<file path="src/rtl/io_scan_pkg.sv">
// Shared types and default sizing for the IO scan controller.
package io_scan_pkg;

  localparam int DEFAULT_WIDTH   = 16;
  localparam int DEFAULT_CLK_DIV = 2;

  typedef enum logic [2:0] {
    IDLE,
    WR,
    CAP,
    PLOAD,
    SHIFT,
    LATCH,
    PUB
  } scan_state_e;

endpackage

</file>
<file path="src/rtl/io_scan_controller_if.sv">
// Bit-peripheral handshake plus external shift-chain pins of the IO scan controller.
interface io_scan_controller_if #(
  parameter int WIDTH = 16
) ();

  logic             IOSCAN_START;
  logic             IOSCAN_BUSY;
  logic             IOSCAN_DONE;
  logic             IOSCAN_WRITE;
  logic [WIDTH-1:0] IOSCAN_OUTPUT;
  logic             IOSCAN_READ;
  logic [WIDTH-1:0] IOSCAN_INPUT;
  logic             SER_CLK;
  logic             SER_DOUT;
  logic             SER_DIN;
  logic             SER_LOAD_N;
  logic             SER_LATCH;

  modport master (
    input  IOSCAN_START, IOSCAN_OUTPUT, SER_DIN,
    output IOSCAN_BUSY, IOSCAN_DONE, IOSCAN_WRITE, IOSCAN_READ, IOSCAN_INPUT,
           SER_CLK, SER_DOUT, SER_LOAD_N, SER_LATCH
  );

  modport slave (
    output IOSCAN_START, IOSCAN_OUTPUT, SER_DIN,
    input  IOSCAN_BUSY, IOSCAN_DONE, IOSCAN_WRITE, IOSCAN_READ, IOSCAN_INPUT,
           SER_CLK, SER_DOUT, SER_LOAD_N, SER_LATCH
  );

endinterface

</file>
<file path="src/rtl/ser_phase_timer.sv">
// Half-period timer: counts CLK_DIV enabled cycles and pulses tc on the last one.
module ser_phase_timer #(
  parameter int CLK_DIV = 2
) (
  input  logic clk,
  input  logic rst,
  input  logic en,
  output logic tc
);

  logic [7:0] cnt_q, cnt_d;

  assign tc = en && (cnt_q == 8'(CLK_DIV - 1));

  // Dropping the enable clears the count so every phase starts from zero.
  always_comb begin
    cnt_d = cnt_q;
    if (!en || tc) begin
      cnt_d = '0;
    end else begin
      cnt_d = cnt_q + 8'd1;
    end
  end

  always_ff @(posedge clk) begin
    if (rst) begin
      cnt_q <= '0;
    end else begin
      cnt_q <= cnt_d;
    end
  end

endmodule

</file>
<file path="src/rtl/io_scan_controller.sv">
// Serial IO scan: writes the output image down an external shift chain while
// capturing the input chain, then publishes the assembled input word.
module io_scan_controller
  import io_scan_pkg::*;
#(
  parameter int WIDTH   = DEFAULT_WIDTH,
  parameter int CLK_DIV = DEFAULT_CLK_DIV
) (
  input logic CLK,
  input logic RST,
  io_scan_controller_if.master bus
);

  localparam int BCW = (WIDTH > 1) ? $clog2(WIDTH) : 1;

  scan_state_e      state_q, state_d;
  logic             phase_q, phase_d;
  logic [BCW-1:0]   bit_q, bit_d;
  logic [WIDTH-1:0] out_sr_q, out_sr_d;
  logic [WIDTH-1:0] in_sr_q, in_sr_d;
  logic [WIDTH-1:0] input_q, input_d;
  logic             timer_en;
  logic             tc;

  assign timer_en = (state_q == PLOAD) || (state_q == SHIFT) || (state_q == LATCH);

  ser_phase_timer #(
    .CLK_DIV(CLK_DIV)
  ) u_timer (
    .clk(CLK),
    .rst(RST),
    .en (timer_en),
    .tc (tc)
  );

  always_comb begin
    state_d  = state_q;
    phase_d  = phase_q;
    bit_d    = bit_q;
    out_sr_d = out_sr_q;
    in_sr_d  = in_sr_q;
    input_d  = input_q;
    case (state_q)
      IDLE: if (bus.IOSCAN_START) state_d = WR;
      WR:   state_d = CAP;
      CAP: begin
        out_sr_d = bus.IOSCAN_OUTPUT;
        bit_d    = '0;
        phase_d  = 1'b0;
        state_d  = PLOAD;
      end
      PLOAD: if (tc) state_d = SHIFT;
      SHIFT: begin
        // Low phase ends by sampling the chain; high phase ends by advancing the output bit.
        if (tc && !phase_q) begin
          in_sr_d = (in_sr_q << 1) | WIDTH'(bus.SER_DIN);
          phase_d = 1'b1;
        end else if (tc) begin
          out_sr_d = out_sr_q << 1;
          phase_d  = 1'b0;
          if (bit_q == BCW'(WIDTH - 1)) begin
            state_d = LATCH;
          end else begin
            bit_d = bit_q + 1'b1;
          end
        end
      end
      LATCH: begin
        if (tc) begin
          input_d = in_sr_q;
          state_d = PUB;
        end
      end
      PUB:     state_d = IDLE;
      default: state_d = IDLE;
    endcase
  end

  always_ff @(posedge CLK) begin
    if (RST) begin
      state_q  <= IDLE;
      phase_q  <= 1'b0;
      bit_q    <= '0;
      out_sr_q <= '0;
      in_sr_q  <= '0;
      input_q  <= '0;
    end else begin
      state_q  <= state_d;
      phase_q  <= phase_d;
      bit_q    <= bit_d;
      out_sr_q <= out_sr_d;
      in_sr_q  <= in_sr_d;
      input_q  <= input_d;
    end
  end

  assign bus.IOSCAN_BUSY  = (state_q != IDLE);
  assign bus.IOSCAN_DONE  = (state_q == PUB);
  assign bus.IOSCAN_READ  = (state_q == PUB);
  assign bus.IOSCAN_WRITE = (state_q == WR);
  assign bus.IOSCAN_INPUT = input_q;
  assign bus.SER_CLK      = (state_q == SHIFT) && phase_q;
  assign bus.SER_DOUT     = out_sr_q[WIDTH-1];
  assign bus.SER_LOAD_N   = (state_q != PLOAD);
  assign bus.SER_LATCH    = (state_q == LATCH);

endmodule

</file>
<file path="src/flat_wrapper.sv">
// flat-port wrapper written by rule: the top's interface ports become plain ports
module io_scan_controller_flat import io_scan_pkg::*;
#(
  parameter int WIDTH   = DEFAULT_WIDTH,
  parameter int CLK_DIV = DEFAULT_CLK_DIV
)
  (CLK, RST, bus_IOSCAN_START, bus_IOSCAN_OUTPUT, bus_SER_DIN, bus_IOSCAN_BUSY, bus_IOSCAN_DONE, bus_IOSCAN_WRITE, bus_IOSCAN_READ, bus_IOSCAN_INPUT, bus_SER_CLK, bus_SER_DOUT, bus_SER_LOAD_N, bus_SER_LATCH);
  io_scan_controller_if #(.WIDTH(WIDTH)) bus_i ();
  input logic CLK;
  input logic RST;
  input wire logic [$bits(bus_i.IOSCAN_START)-1:0] bus_IOSCAN_START;
  input wire logic [$bits(bus_i.IOSCAN_OUTPUT)-1:0] bus_IOSCAN_OUTPUT;
  input wire logic [$bits(bus_i.SER_DIN)-1:0] bus_SER_DIN;
  output wire logic [$bits(bus_i.IOSCAN_BUSY)-1:0] bus_IOSCAN_BUSY;
  output wire logic [$bits(bus_i.IOSCAN_DONE)-1:0] bus_IOSCAN_DONE;
  output wire logic [$bits(bus_i.IOSCAN_WRITE)-1:0] bus_IOSCAN_WRITE;
  output wire logic [$bits(bus_i.IOSCAN_READ)-1:0] bus_IOSCAN_READ;
  output wire logic [$bits(bus_i.IOSCAN_INPUT)-1:0] bus_IOSCAN_INPUT;
  output wire logic [$bits(bus_i.SER_CLK)-1:0] bus_SER_CLK;
  output wire logic [$bits(bus_i.SER_DOUT)-1:0] bus_SER_DOUT;
  output wire logic [$bits(bus_i.SER_LOAD_N)-1:0] bus_SER_LOAD_N;
  output wire logic [$bits(bus_i.SER_LATCH)-1:0] bus_SER_LATCH;
  assign bus_i.IOSCAN_START = bus_IOSCAN_START;
  assign bus_i.IOSCAN_OUTPUT = bus_IOSCAN_OUTPUT;
  assign bus_i.SER_DIN = bus_SER_DIN;
  assign bus_IOSCAN_BUSY = bus_i.IOSCAN_BUSY;
  assign bus_IOSCAN_DONE = bus_i.IOSCAN_DONE;
  assign bus_IOSCAN_WRITE = bus_i.IOSCAN_WRITE;
  assign bus_IOSCAN_READ = bus_i.IOSCAN_READ;
  assign bus_IOSCAN_INPUT = bus_i.IOSCAN_INPUT;
  assign bus_SER_CLK = bus_i.SER_CLK;
  assign bus_SER_DOUT = bus_i.SER_DOUT;
  assign bus_SER_LOAD_N = bus_i.SER_LOAD_N;
  assign bus_SER_LATCH = bus_i.SER_LATCH;
  io_scan_controller #(.WIDTH(WIDTH), .CLK_DIV(CLK_DIV)) u_core (.CLK(CLK), .RST(RST), .bus(bus_i));
endmodule
</file>
<file path="config.mk">
export PLATFORM = sky130hd
export DESIGN_NAME = io_scan_controller_flat
export DESIGN_NICKNAME = d
export VERILOG_FILES = /design/src/rtl/io_scan_pkg.sv /design/src/rtl/io_scan_controller_if.sv /design/src/rtl/ser_phase_timer.sv /design/src/rtl/io_scan_controller.sv /design/src/flat_wrapper.sv
export SDC_FILE = /design/constraint.sdc
export NUM_CORES = 1
export LEC_CHECK = 0
export ABC_AREA = 1
export CORE_MARGIN = 5
export CORE_UTILIZATION = 30
export DETAILED_ROUTE_END_ITERATION = 6
export GPL_ROUTABILITY_DRIVEN = 0
export GPL_TIMING_DRIVEN = 1
export PLACE_DENSITY_LB_ADDON = 0.1
export SLEW_MARGIN = 20
export SYNTH_ARGS = -nofsm -noshare
export SYNTH_HDL_FRONTEND = slang
export SYNTH_SLANG_ARGS = --single-unit
</file>
<file path="constraint.sdc">
create_clock -name CLK -period 2.1 [get_ports CLK]
set_input_delay 0.315 -clock CLK [delete_from_list [all_inputs] [get_ports CLK]]
set_output_delay 0.315 -clock CLK [all_outputs]
set_load 0.02 [all_outputs]
</file>
== After elaboration in Yosys (flattened, before gate mapping) ==
Index checks and enable logic that the tools add are counted.

* Bits in registers: 64
* Input port bits: 20
* Output and inout bits: 24
* Logic and storage cells: 62

* Add/sub/neg operators: 2
* Equality and inequality tests: 17
* Muxes and demuxes: 17
* Bitwise gates (word level): 1
* Reductions and logical operators: 18

{| class="wikitable"
|+ Operators by type and width
! operator !! number
|-
| $mux W16 || 2
|-
| $pmux W16 S2 || 1
|-
| $mux W3 || 6
|-
| $pmux W3 S6 || 1
|-
| $or A16 B1 Y16 || 1
|-
| $mux W4 || 3
|-
| $eq A3 B3 Y1 const B || 3
|-
| $add A8 B1 Y8 const B || 1
|-
| $eq A8 B1 Y1 const B || 1
|-
| $ne A2 B2 Y1 const B || 4
|-
| $pmux W4 S2 || 1
|-
| $eq A3 B2 Y1 const B || 2
|-
| $ne A2 B1 Y1 const B || 3
|-
| $ne A3 B2 Y1 const B || 2
|-
| $reduce_and A2 Y1 || 3
|-
| $reduce_and A6 Y1 || 1
|-
| $add A4 B1 Y4 const B || 1
|-
| $eq A4 B4 Y1 const B || 1
|-
| $reduce_and A4 Y1 || 1
|-
| $eq A3 B1 Y1 const B || 1
|-
| $logic_and A1 B1 Y1 || 3
|-
| $logic_not A3 Y1 || 1
|-
| $logic_or A1 B1 Y1 || 3
|-
| $reduce_and A3 Y1 || 1
|-
| other kinds (6) || 8
|}

== Longest topological paths before layout ==
Gate-level depths: netlist of the first run.

* Depth after elaboration: 7
* Depth in mapped cells: 11
* Mapped depth without buffers: 10

== By module ==
A second synthesis of the first run with hierarchy kept.

* Cell total of the unflattened synthesis: 412
* Area total of the unflattened synthesis: 2896.5 µm²

{| class="wikitable"
|+ By module, submodules not included
! module !! instances !! cells each !! area an instance (µm²) !! sequential area each (µm²)
|-
| io_scan_controller || 1 || 345 || 2437.3 || 1121.1
|-
| ser_phase_timer || 1 || 67 || 459.2 || 160.2
|}

== Worst setup path after synthesis of the first run ==
No wires, ideal clock.

* Path kind: reg-to-output
* From: register u_core.state_q[2]
* To: output bus_IOSCAN_READ
* Data arrival time: 1317 ps
* Required time: 1785 ps
* Setup slack: 468 ps
* Cell stages (with the launch flop): 4
* Path buffers: 1
* Cell sequence: dfxtp_1 > inv_1 > nor3_1 > buf_4

* Longest elaborated chain between the ends: 1

{| class="wikitable"
|+ RTL lines
! element !! line !! RTL
|-
| start, declared || io_scan_controller.sv:16 || <nowiki>scan_state_e state_q, state_d;</nowiki>
|-
| start signal, assigned || io_scan_controller.sv:88 || <nowiki>state_q <= state_d;</nowiki>
|-
| $eq A3 B3 Y1 || -- ||
|-
| end, declared || flat_wrapper.sv:17 || <nowiki>output wire logic [$bits(bus_i.IOSCAN_READ)-1:0] bus_IOSCAN_READ;</nowiki>
|}

Every way passes these cells.

== Final worst setup path of the first run ==
* From: register u_core.state_q[1]
* To: output bus_SER_LATCH

* Longest elaborated chain between the ends: 1

{| class="wikitable"
|+ RTL lines
! element !! line !! RTL
|-
| $eq A3 B3 Y1 || io_scan_controller.sv:105 || <nowiki>assign bus.SER_LATCH = (state_q == LATCH);</nowiki>
|-
| end, declared || flat_wrapper.sv:22 || <nowiki>output wire logic [$bits(bus_i.SER_LATCH)-1:0] bus_SER_LATCH;</nowiki>
|}

Every way passes these cells.

==> flow_metrics.tcl, run 1 <==
set metrics [dict create \
    slowest_delay_ns 0.60 \
    die_area_mm2 0.0112 \
    synth_xor_area_share_pct 0.955 \
    vdd_drop_max_v 0.000438 \
    worstMarginPinSlew_ns 0.340 \
    slew-limit-headroom_pct 77.2 \
    rsz0062_at_grt "no" \
    place_ws_ns 0.329 \
    synth-edff-count 0 \
    cp_max_fo 4 \
    nets 440 \
    worstHoldPathCells 2 \
    hp-class "flop to flop" \
    port_buffers 43 \
    r2r_start "u_core.u_timer.cnt_q[0]" \
    hold_end "u_core.bus.IOSCAN_INPUT[11]" \
    clkTransAtPathRegs_ns 0.08 \
    cts_setup_buffers 0 \
    final_layout_size_suffix_gt1_share_pct 7.58 \
    finalMaxSlewViolations 0 \
    syn_avg_cell_area_um2 7.33 \
    synthTopCellsByArea "dfxtp_1 47%, nand2_1 11%, nor2_1 8.9%, a21oi_1 6.4%, o21ai_0 4.9%" \
    setup_viol 0 \
    clockBufferDepth 2 \
    arrival_ns 1.64 \
    routed_via_density 4.43 \
    yosysMostFrequentCell "nand2_1" \
    cts_tree "done" \
    critical_path_required_ns 1.78 \
    synth_compound_area_share_pct 17.3 \
    die_h_um 106 \
    r2r_slack_ns 0.48 \
    grt_pass1_wl_mm 10.6 \
    die_x_um 106 \
    io_pins 44 \
    final_hold_viol_count 0 \
    drt-initial-drc-count 83 \
    synth_top_family_by_area "simple AND/OR/NAND/NOR gates" \
    worst_hold_slack_ns 0.464 \
    period_needed_ns 1.95 \
    num_antenna_cells 0 \
    clkSinkCount 64 \
    p_leak_uw 0.00144 \
    insertion_delay_ns 0.34 \
    finalNonFillerCells 533 \
    maxCapViolCount 0 \
    path_cells "inv_1 > nand3_1 > inv_1 > clkdlybuf4s50_1" \
    syn_area_mm2 0.00275 \
    ys_seq_area_share_pct 46.6 \
    drtAntennaViolNets 0 \
    routed_wl_mm 6.04 \
    finalClockSkew_ns 0.00685 \
    utilization_pct 38.6 \
    dp.cells 517 \
    netlist_instances 375 \
    synth-seq-cells 64 \
    dpl.hpwl_mm 4.11 \
    antenna_found_initial 0 \
    synthMuxAreaShare_pct 0 \
    synth_top_flop_cell "dfxtp_1" \
    overflow 0 \
    ys_top_cells_by_count "77 x nand2_1, 65 x nor2_1, 64 x dfxtp_1, 35 x a21oi_1, 31 x inv_1" \
    cts_buffers 9 \
    synth.top_cell.area_share_pct 46.6 \
    area_growth_pct 28.0 \
    reg2regPathDepth 7 \
    ys_warn_count 0 \
    htree_levels 3 \
    p_per_area_mw_per_mm2 1070 \
    clockRootBuffer "clkbuf_8" \
    coreArea_mm2 0.00911 \
    yosysUniqueCellTypes 26 \
    fillers 962 \
    via_count 2361 \
    min_period_over_period_pct 93.0 \
    grtUsageTotal_pct 11.7 \
    grt_max_degree 35 \
    cp-end-kind "output pin" \
    synth_top_area_cell "dfxtp_1" \
    worst_slack_ns 0.147 \
    start_kind "flop" \
    reg2reg_to "u_core.in_sr_q[15]" \
    synth-async-reset-ratio_pct 0 \
    rows 35 \
    min_from "u_core.in_sr_q[11]" \
    dr.pass1.iters 4 \
    max_freq_mhz 512 \
    start_util_pct 30.2 \
    worstSetupPathType "flop to output pin" \
    slowest_stage "clkdlybuf4s50_1" \
    synth-adder-area-share_pct 1.36 \
    tns_ns 0 \
    synth_nets 398 \
    cpMostUsedCell "inv_1" \
    drc 0 \
    grt_pass1_vias 2361 \
    routedWlPerCell_um 11.3 \
    status "finished clean" \
    synth_simple_gate_area_share_pct 25.5 \
]
## metal layers
| layer | track usage [%] | vias to the layer above | wire (um) |
|---|---|---|---|
| li1 | - | 1288 | - |
| met2 | 19.6 | 33 | 2740 |
| met4 | 3.33 | 0 | 57 |
| met1 | 13.9 | 1036 | 2980 |
| met5 | 0 | - | 0 |
| met3 | 4.41 | 4 | 260 |
## cells by family after synthesis
| kind of cell | Yosys count |
|---|---|
| flops | 64 |
| fa+ha+maj | 3 |
| buf+inv | 51 |
| xor+xnor | 3 |
| simple gates | 168 |
| compound gates | 86 |
## power breakdown
part / switching (uW) / internal [uW] / leakage, uW
Sequential: 112 / 1380 / 0.000519
Clock: 509 / 803 / 0.000125
Combinational: 589 / 355 / 0.000800
Total: 1210 / 2540 / 0.00144
## per-stage QoR
step / area [um^2] / power (uW)
2_1_floorplan: 2750 / 2220
3_3_place_gp: 3270 / 2480
3_5_place_dp: 3270 / 2480
4_1_cts: 3520 / 3820
5_1_grt: 3520 / 4030
6_report: 3520 / 3750
## state kept, by name (all words and copies together) (netlist names)
register and cells:
u_core.phase_q 1, u_core.u_timer.cnt_q 8, u_core.bit_q 4, u_core.bus.IOSCAN_INPUT 16, u_core.in_sr_q 16, u_core.out_sr_q 16
u_core.state_q 3
## how the worst max path moves through the flow
stage | depth (start not counted) | startpoint | to | slack, ns
floorplan | 3 | u_core.state_q[2] | bus_IOSCAN_READ | 0.47
global placement | 3 | u_core.state_q[2] | bus_IOSCAN_DONE | 0.36
detailed placement | 3 | u_core.state_q[2] | bus_IOSCAN_READ | 0.33
CTS | 4 | u_core.state_q[0] | bus_SER_CLK | 0.02
global route | 4 | u_core.state_q[1] | bus_SER_LATCH | 0.03
finish | 4 | u_core.state_q[1] | bus_SER_LATCH | 0.15
## final cells by class
type | count | area, um^2 | share of cell area, %
well taps | 111 | 139 | 3.95
multi-input cells | 260 | 1240 | 35.3
repair buffers | 49 | 475 | 13.5
inverters | 33 | 131 | 3.73
clock inverters | 7 | 125 | 3.55
clock buffers | 9 | 124 | 3.52
flip-flops and latches | 64 | 1280 | 36.4
## cell usage in the layout (no fill, tap or decap), drive strengths merged
| cell type | count |
|---|---|
| nor3 | 4 |
| clkbuf | 9 |
| dlygate4sd2 | 2 |
| clkdlybuf4s50 | 40 |
| nor3b | 2 |
| dfxtp | 64 |
| nand4 | 3 |
| ha | 3 |
| clkinv | 2 |
| a21oi | 35 |
| dlymetal6s2s | 1 |
| nand2 | 80 |
| xor2 | 2 |
| bufinv | 3 |
| buf | 6 |
| inv | 35 |
| xnor2 | 1 |
| o21ai | 33 |
| o21bai | 18 |
| nand3 | 12 |
| nor2 | 67 |
## repair_timing
action	CTS	global route
setup endpoints to repair	2	2
hold buffers	0	0
gates resized for setup	2	2
hold endpoints to repair	0	0
cloned	0	0
## critical path, delay by kind of cell (launching register included)
family / cells / cell delay (ns)
flops: 1 / 0.34
buf+inv: 3 / 0.81
simple gates: 1 / 0.15
Power figures use the tool's default switching activity.
==> inputs of run 2 (changes only) <==
GPL_TIMING_DRIVEN = default   (was 1)
==> results of run 2 <==
No change in the layout: final DEF, timing and power equal those of run 1.
